**src/rtl/vga_pkg.sv**
```systemverilog
// Shared VGA-pipeline types and constants; here the font-ROM arbiter pieces.
package vga_pkg;

    localparam int CHAR_ADDR_W = 11;
    localparam int CHAR_DATA_W = 8;
    localparam int GLYPH_LINES = 16;

    typedef enum logic [1:0] {ARB_IDLE, ARB_OWN0, ARB_OWN1} arb_state_t;

    typedef struct packed {
        logic vld;
        logic id;
    } rom_tag_t;

endpackage

```
**src/rtl/char_rom_arbiter_tag_pipe.sv**
```systemverilog
// ROM_LAT-deep shift register of {valid, id} tags tracking in-flight ROM reads.
module char_rom_tag_pipe
    import vga_pkg::*;
#(
    parameter int ROM_LAT = 1
) (
    input  logic     clk,
    input  logic     rst,
    input  logic     in_vld,
    input  logic     in_id,
    output rom_tag_t tag_out
);

    rom_tag_t pipe [ROM_LAT];

    always_ff @(posedge clk) begin
        if (rst) begin
            for (int i = 0; i < ROM_LAT; i++) pipe[i] <= '0;
        end else begin
            pipe[0] <= rom_tag_t'({in_vld, in_id & in_vld});
            for (int i = 1; i < ROM_LAT; i++) pipe[i] <= pipe[i-1];
        end
    end

    assign tag_out = pipe[ROM_LAT-1];

endmodule

```
**src/rtl/char_rom_arbiter.sv**
```systemverilog
// Round-robin, burst-granular arbiter sharing one font ROM between two glyph sources.
// Optional stall counter port enabled by defining CHAR_ROM_ARB_STATS_EN.
module char_rom_arbiter
    import vga_pkg::*;
#(
    parameter int ADDR_W    = CHAR_ADDR_W,
    parameter int DATA_W    = CHAR_DATA_W,
    parameter int ROM_LAT   = 1,
    parameter int MAX_BURST = GLYPH_LINES
) (
    input  logic              clk,
    input  logic              rst,
    // Handshake: a beat transfers in any cycle where valid & ready are both high;
    // valid, addr and last must stay stable until that cycle.
    input  logic              req0_valid,
    input  logic [ADDR_W-1:0] req0_addr,
    input  logic              req0_last,
    output logic              req0_ready,
    output logic              rsp0_valid,
    output logic [DATA_W-1:0] rsp0_data,
    input  logic              req1_valid,
    input  logic [ADDR_W-1:0] req1_addr,
    input  logic              req1_last,
    output logic              req1_ready,
    output logic              rsp1_valid,
    output logic [DATA_W-1:0] rsp1_data,
    output logic [ADDR_W-1:0] rom_addr,
    input  logic [DATA_W-1:0] rom_data
`ifdef CHAR_ROM_ARB_STATS_EN
    ,
    output logic [15:0]       stall_cnt
`endif
);

    arb_state_t state, state_next;
    logic       rr_ptr, rr_next;
    logic [7:0] beat_cnt, cnt_next, cnt_inc;
    logic       accept, acc_id, acc_last, release_burst;
    rom_tag_t   tag_out;

    always_ff @(posedge clk) begin
        if (rst) begin
            state    <= ARB_IDLE;
            rr_ptr   <= 1'b0;
            beat_cnt <= 8'd0;
        end else begin
            state    <= state_next;
            rr_ptr   <= rr_next;
            beat_cnt <= cnt_next;
        end
    end

    always_comb begin
        req0_ready    = 1'b0;
        req1_ready    = 1'b0;
        state_next    = state;
        rr_next       = rr_ptr;
        cnt_next      = beat_cnt;
        cnt_inc       = beat_cnt + 8'd1;

        // The winner in IDLE is granted combinationally so its first beat needs no bubble.
        case (state)
            ARB_IDLE: begin
                if (req0_valid && (!req1_valid || !rr_ptr)) req0_ready = 1'b1;
                else if (req1_valid)                        req1_ready = 1'b1;
            end
            ARB_OWN0: req0_ready = req0_valid;
            ARB_OWN1: req1_ready = req1_valid;
            default:  state_next = ARB_IDLE;
        endcase

        accept        = req0_ready | req1_ready;
        acc_id        = req1_ready;
        acc_last      = req1_ready ? req1_last : req0_last;
        release_burst = accept && (acc_last || cnt_inc == 8'(MAX_BURST));

        if (release_burst) begin
            state_next = ARB_IDLE;
            rr_next    = ~acc_id;
            cnt_next   = 8'd0;
        end else if (accept) begin
            state_next = acc_id ? ARB_OWN1 : ARB_OWN0;
            cnt_next   = cnt_inc;
        end
    end

    always_comb begin
        rom_addr = '0;
        if (req0_ready)      rom_addr = req0_addr;
        else if (req1_ready) rom_addr = req1_addr;
    end

    char_rom_tag_pipe #(.ROM_LAT(ROM_LAT)) u_tag_pipe (
        .clk     (clk),
        .rst     (rst),
        .in_vld  (accept),
        .in_id   (acc_id),
        .tag_out (tag_out)
    );

    assign rsp0_valid = tag_out.vld & ~tag_out.id;
    assign rsp1_valid = tag_out.vld &  tag_out.id;
    assign rsp0_data  = rsp0_valid ? rom_data : '0;
    assign rsp1_data  = rsp1_valid ? rom_data : '0;

`ifdef CHAR_ROM_ARB_STATS_EN
    logic stall;
    assign stall = (req0_valid & ~req0_ready) | (req1_valid & ~req1_ready);

    always_ff @(posedge clk) begin
        if (rst)                               stall_cnt <= 16'd0;
        else if (stall && stall_cnt != 16'hFFFF) stall_cnt <= stall_cnt + 16'd1;
    end
`endif

endmodule

```
**config.mk**
```make
export PLATFORM = sky130hd
export DESIGN_NAME = char_rom_arbiter
export DESIGN_NICKNAME = d
export VERILOG_FILES = /design/src/rtl/vga_pkg.sv /design/src/rtl/char_rom_arbiter_tag_pipe.sv /design/src/rtl/char_rom_arbiter.sv
export SDC_FILE = /design/constraint.sdc
export NUM_CORES = 1
export LEC_CHECK = 0
export CORE_ASPECT_RATIO = 1.1
export CORE_MARGIN = 2
export CORE_UTILIZATION = 40
export CTS_CLUSTER_DIAMETER = 30
export DETAILED_ROUTE_END_ITERATION = 8
export PLACE_DENSITY = 0.85
export SYNTH_ARGS = -nofsm -noshare
export SYNTH_HDL_FRONTEND = slang
export SYNTH_SLANG_ARGS = --single-unit
```
**constraint.sdc**
```tcl
create_clock -name clk -period 2.8 [get_ports clk]
set_input_delay 0.28 -clock clk [delete_from_list [all_inputs] [get_ports clk]]
set_output_delay 0.28 -clock clk [all_outputs]
set_load 0.03 [all_outputs]
```
==> results of run 1 <==
[state kept, by name (all words and copies together) (netlist names)]
signal,cells
beat_cnt,8
state,2
u_tag_pipe.pipe,2
rr_ptr,1
[cells by family after synthesis]
| logic type | after synthesis | synth area share |
|---|---|---|
| buf+inv | 10 | 0.0406 |
| mux | 1 | 0.00928 |
| simple gates | 90 | 0.432 |
| flops | 13 | 0.241 |
| fa+ha+maj | 2 | 0.0232 |
| xor+xnor | 3 | 0.0244 |
| compound gates | 34 | 0.230 |
[worst paths after layout]
kind                              start      endpoint  slack [ns]
setup / recovery  u_tag_pipe.pipe[0][1]  rsp0_data[6]        0.54
hold / removal                 state[0]      state[0]        0.54
hold reg to reg                state[0]      state[0]        0.54
setup reg to reg            beat_cnt[0]      state[1]        0.90
[critical path: stages (launching register included)]
cell             delay [ns]
dfxtp_1                0.43
nor2b_1                0.43
and2_1                 0.20
clkdlybuf4s50_1        0.67
[layer usage]
metal,wire (µm),part of all wire,vias to the layer above
met5,0,0,-
met3,306,0.10,2
li1,-,-,674
met4,19,0.0064,0
met2,1410,0.48,73
met1,1220,0.41,577
[per-stage QoR]
stage          instances  cell area (µm²)
2_1_floorplan        153             1080
3_3_place_gp         244             1730
3_5_place_dp         244             1730
4_1_cts              248             1750
5_1_grt              248             1750
6_report             248             1750
[layout make-up]
cell class / instances / share of cell area
clock buffers: 4 / 0.0150
repair buffers: 69 / 0.371
multi-input cells: 130 / 0.442
flip-flops and latches: 13 / 0.148
well taps: 31 / 0.0221
inverters: 1 / 0.00214
[power breakdown]
| part | switching (µW) | internal [µW] | leakage, µW |
|---|---|---|---|
| logic | 141 | 121 | 0.000582 |
| registers | 12.2 | 193 | 0.000106 |
| clock network | 54.3 | 55.0 | 0.0000150 |
| total | 207 | 369 | 0.000703 |
[layout by cell type, fill, tap and decap left out, types with 3 or more instances in the layout]
| cell type | synthesis | routed |
|---|---|---|
| and3_1 | 8 | 8 |
| buf_4 | 1 | 16 |
| nand4_1 | 3 | 3 |
| a21oi_1 | 6 | 6 |
| nand3_1 | 5 | 5 |
| nor2b_1 | 4 | 4 |
| dfxtp_1 | 13 | 13 |
| clkdlybuf4s50_1 | 0 | 53 |
| nor2_1 | 10 | 10 |
| xnor2_1 | 3 | 3 |
| nand2_1 | 32 | 32 |
| and2_1 | 10 | 10 |
| o21ai_0 | 14 | 14 |
| nor3_1 | 5 | 5 |
| clkbuf_4 | 0 | 3 |
==> impl_metrics.env, run 1 <==
export IMPL_hp_class="flop to flop"
export IMPL_core_um2=2520
export IMPL_met1_usage=0.259
export IMPL_slew_headroom=0.696
export IMPL_clk_latency_ns=0.27
export IMPL_die_y_um=58.5
export IMPL_antenna_left=0
export IMPL_startpoint_type="flop"
export IMPL_nNetsFinal=256
export IMPL_p_leak_uw=0.000703
export IMPL_tightest_slew_ns=0.455
export IMPL_synth_warnings=0
export IMPL_yosys_area_top_type_share=0.241
export IMPL_fmax_mhz=442
export IMPL_cts_sinks=13
export IMPL_clkTransAtPathRegs_ns=0.07
export IMPL_path_class="flop to primary output"
export IMPL_synth_edf_count=0
export IMPL_crit_arrival_ns=1.98
export IMPL_rows=19
export IMPL_first_iter_violations=14
export IMPL_die_w_um=53.5
export IMPL_drv_slew=0
export IMPL_htreeDepth=1
export IMPL_drv_cap=0
export IMPL_ff2ff_path_depth=6
export IMPL_cts_root_buffer="clkbuf_4"
export IMPL_drc=0
export IMPL_io_pins=67
export IMPL_dp_worst_setup_slack_ns=0.591
export IMPL_antenna_found_initial=0
export IMPL_routedWlPerCell_um=11.9
export IMPL_hold_buffers=0
export IMPL_outcome="completed"
export IMPL_ctsResizeCount=0
export IMPL_worst_hold_slack_ns=0.543
export IMPL_setup_viol=0
export IMPL_syn_avg_cell_area_um2=7.05
export IMPL_yosysMostFrequentCell="nand2_1"
export IMPL_ys_flop_type="dfxtp_1"
export IMPL_syn_inst=153
export IMPL_diodes=0
export IMPL_holdPathStages=2
export IMPL_gp_congestion=0.808
export IMPL_p_per_area_nw_per_um2=328
export IMPL_grt_pass1_wl_um=5020
export IMPL_cts_setup_buffers=0
export IMPL_seq_area_um2=260
export IMPL_final_hold_viol_count=0
export IMPL_start_util=0.428
export IMPL_synthesis_area_um2=1080
export IMPL_syn2layout_area_growth_pct=62.6
export IMPL_wl_um=2960
export IMPL_dp_hpwl_um=2400
export IMPL_grt_ovfl_total=0
export IMPL_cts_buffers=3
export IMPL_fin_util=0.696
export IMPL_fp_dieArea_um2=3130
export IMPL_final_setup_skew_ns=0.00542
export IMPL_critPathCaptureType="primary output"
export IMPL_path_max_fanout=10
export IMPL_period_needed_ns=2.26
export IMPL_finalPower_uw=576
export IMPL_worst_slack_ns=0.537
export IMPL_period_share=0.808
export IMPL_ys_seq_elements=13
export IMPL_synth_top_area_cell="dfxtp_1"
export IMPL_cts_buffer_depth=2
export IMPL_track_usage=0.205
export IMPL_synth_distinct_cells=41
export IMPL_grt_use_met2=0.346
export IMPL_tns_ns=0
export IMPL_use_met3=0.0355
export IMPL_layout_drive_gt1_share=0.129
export IMPL_ys_seq_area_frac=0.241
export IMPL_synthTopCellsByCount="nand2_1 (32), o21ai_0 (14), dfxtp_1 (13)"
export IMPL_synth_fp_nets=191
export IMPL_multiInputGateArea_um2=774
export IMPL_peakVddDrop_v=0.000267
export IMPL_rsz0062_at_grt="no"
export IMPL_cts_tree="yes"
export IMPL_grt_max_degree=25
export IMPL_vias=1326
export IMPL_io_buffer_count=66
export IMPL_busiest_layer="met2"
export IMPL_crit_required_ns=2.52
export IMPL_yosys_top_cells_area="dfxtp_1 (24%), nand2_1 (11%), o21ai_0 (6.5%), and2_1 (5.8%), and3_1 (4.6%)"
export IMPL_grt_pass1_vias=1255
export IMPL_fillers=216
export IMPL_via_per_inst=5.35
export IMPL_async_flop_share=0
export IMPL_drt_first_pass_iters=4
(Power assumes the default switching activity.)
==> inputs of run 2 (changes only) <==
- CORE_UTILIZATION: 40 -> 37
- PLACE_DENSITY: 0.85 -> 0.8
- clock period: 2.8 -> 2.1 ns (I/O delays scaled with it)
==> run 2 against run 1 <==
  * Sequential cell count did not move
  * Non-clock buffer count rose by 3
  * Critical path depth rose by 3
  * First-iteration DRC count rose by 79%
  * Design area rose by 2.0%
  * Hold slack improved by 0.0056 ns
  * Sequential power rose by 33%
  * Power rose by 37%
  * Critical path type is now flop to flop
==> impl_metrics.env, run 2 (synthesis results as in run 1) <==
export IMPL_path_max_fanout=9
export IMPL_io_buffer_count=66
export IMPL_clk_latency_ns=0.27
export IMPL_drc=0
export IMPL_die_y_um=60.6
export IMPL_cts_tree="yes"
export IMPL_period_needed_ns=1.94
export IMPL_syn2layout_area_growth_pct=65.9
export IMPL_drv_slew=0
export IMPL_tightest_slew_ns=0.475
export IMPL_rows=20
export IMPL_vias=1366
export IMPL_mostFrequentLayoutCell="clkdlybuf4s50_1"
export IMPL_start_util=0.388
export IMPL_cts_root_buffer="clkbuf_4"
export IMPL_path_class="flop to flop"
export IMPL_cts_setup_buffers=0
export IMPL_p_per_area_nw_per_um2=441
export IMPL_diodes=0
export IMPL_cts_sinks=13
export IMPL_antenna_left=0
export IMPL_crit_family="compound AO/OA/AOI/OAI gates"
export IMPL_hold_buffers=0
export IMPL_fmax_mhz=516
export IMPL_final_setup_skew_ns=0.00606
export IMPL_cts_buffers=3
export IMPL_period_share=0.923
export IMPL_startpoint_type="flop"
export IMPL_crit_required_ns=2.24
export IMPL_grt_pass1_wl_um=5480
export IMPL_crit_buf_inv=0
export IMPL_crit_path_top_delay_cell="dfxtp_1"
export IMPL_final_cell_mix="clkdlybuf4s50_1 (53), nand2_1 (32), buf_4 (19), o21ai_0 (14), dfxtp_1 (13)"
export IMPL_grt_max_degree=14
export IMPL_largest_register_ffs=8
export IMPL_dp_worst_setup_slack_ns=-0.0151
export IMPL_tns_ns=0
export IMPL_dp_hpwl_um=2660
export IMPL_rsz0062_at_grt="no"
export IMPL_antenna_found_initial=0
export IMPL_layout_drive_gt1_share=0.150
export IMPL_fp_dieArea_um2=3360
export IMPL_p_leak_uw=0.000722
export IMPL_outcome="completed"
export IMPL_first_iter_violations=25
export IMPL_finalPower_uw=788
export IMPL_cts_buffer_depth=2
export IMPL_largest_register="beat_cnt"
export IMPL_drv_cap=0
export IMPL_drt_first_pass_iters=4
export IMPL_gp_congestion=0.834
export IMPL_setup_viol=0
export IMPL_critPathCaptureType="flop"
export IMPL_io_pins=67
export IMPL_wl_um=3290
export IMPL_crit_arrival_ns=2.07
export IMPL_max_stage_delay_ns=0.45
export IMPL_worst_slack_ns=0.162
export IMPL_core_um2=2780
export IMPL_largestRegisters="beat_cnt: 8 flops, state: 2 flops, u_tag_pipe.pipe: 2 flops"
export IMPL_final_hold_viol_count=0
export IMPL_clkTransAtPathRegs_ns=0.08
export IMPL_slew_headroom=0.683
export IMPL_routedWlPerCell_um=13.0
export IMPL_nNetsFinal=259
export IMPL_grt_pass1_vias=1322
export IMPL_via_per_inst=5.40
export IMPL_dpl_cell_area_um2=1750
export IMPL_die_w_um=55.5
export IMPL_hp_class="flop to flop"
export IMPL_grt_ovfl_total=0
export IMPL_peakVddDrop_v=0.000289
export IMPL_htreeDepth=1
export IMPL_final_area_um2=1790
export IMPL_worstPathCellList="ha_1 -> nand3_1 -> xnor2_1 -> o2111ai_4 -> a21oi_1 -> nor3_1"
export IMPL_track_usage=0.204
export IMPL_fillers=237
## run 2: changes by cell type in the layout (fill, tap and decap cells not counted)
cell | previous run | this run
nor2b_4 | 0 | 1
nor2b_1 | 4 | 2
nor2b_2 | 0 | 1
buf_4 | 16 | 19
## run 2: area by class of cell
| cell class | count | area, µm² | area share |
|---|---|---|---|
| Inverter | 1 | 3.75 | 0.00210 |
| Timing Repair Buffer | 72 | 673 | 0.376 |
| Sequential cell | 13 | 260 | 0.145 |
| Multi-Input combinational cell | 130 | 785 | 0.438 |
| Tap cell | 33 | 41.3 | 0.0231 |
| Clock buffer | 4 | 26.3 | 0.0147 |
## run 2: final timing paths
kind	startpoint	to	slack [ns]	cells after the start
max reg2reg	beat_cnt[0]	beat_cnt[7]	0.16	6
min reg2reg	beat_cnt[1]	beat_cnt[1]	0.55	2
min	beat_cnt[1]	beat_cnt[1]	0.55	2
max	beat_cnt[0]	beat_cnt[7]	0.16	6
## run 2: timing repair
item | CTS | global route
endpoints found under the setup margin | 8 | 14
resized for setup | 1 | 2
hold endpoints to repair | 0 | 0
## run 2: through the flow
step | util | instances | hold WS (ns)
after floorplan | - | 153 | 0.288
after global placement | 0.631 | 249 | 0.518
after detailed placement | 0.631 | 249 | 0.547
after CTS | 0.641 | 253 | 0.556
after global routing | 0.644 | 253 | 0.594
final | 0.644 | 253 | 0.549
## run 2: per-layer routing
metal | up-vias | track usage | routed length (µm)
met4 | 0 | 0.0976 | 65
met2 | 66 | 0.405 | 1760
li1 | 681 | - | -
met3 | 6 | 0.0277 | 212
met5 | - | 0 | 0
met1 | 613 | 0.218 | 1250
## run 2: worst reg2reg max path: stages, from the launching register on
cell and delay [ns]:
dfxtp_1 0.45, ha_1 0.28, nand3_1 0.17, xnor2_1 0.28, o2111ai_4 0.23, a21oi_1 0.31
nor3_1 0.09
## run 2: where the power goes
part	total, µW	switching, µW	internal [µW]
Combinational	364	193	170
Clock	152	78.1	73.5
Sequential	273	15.6	257
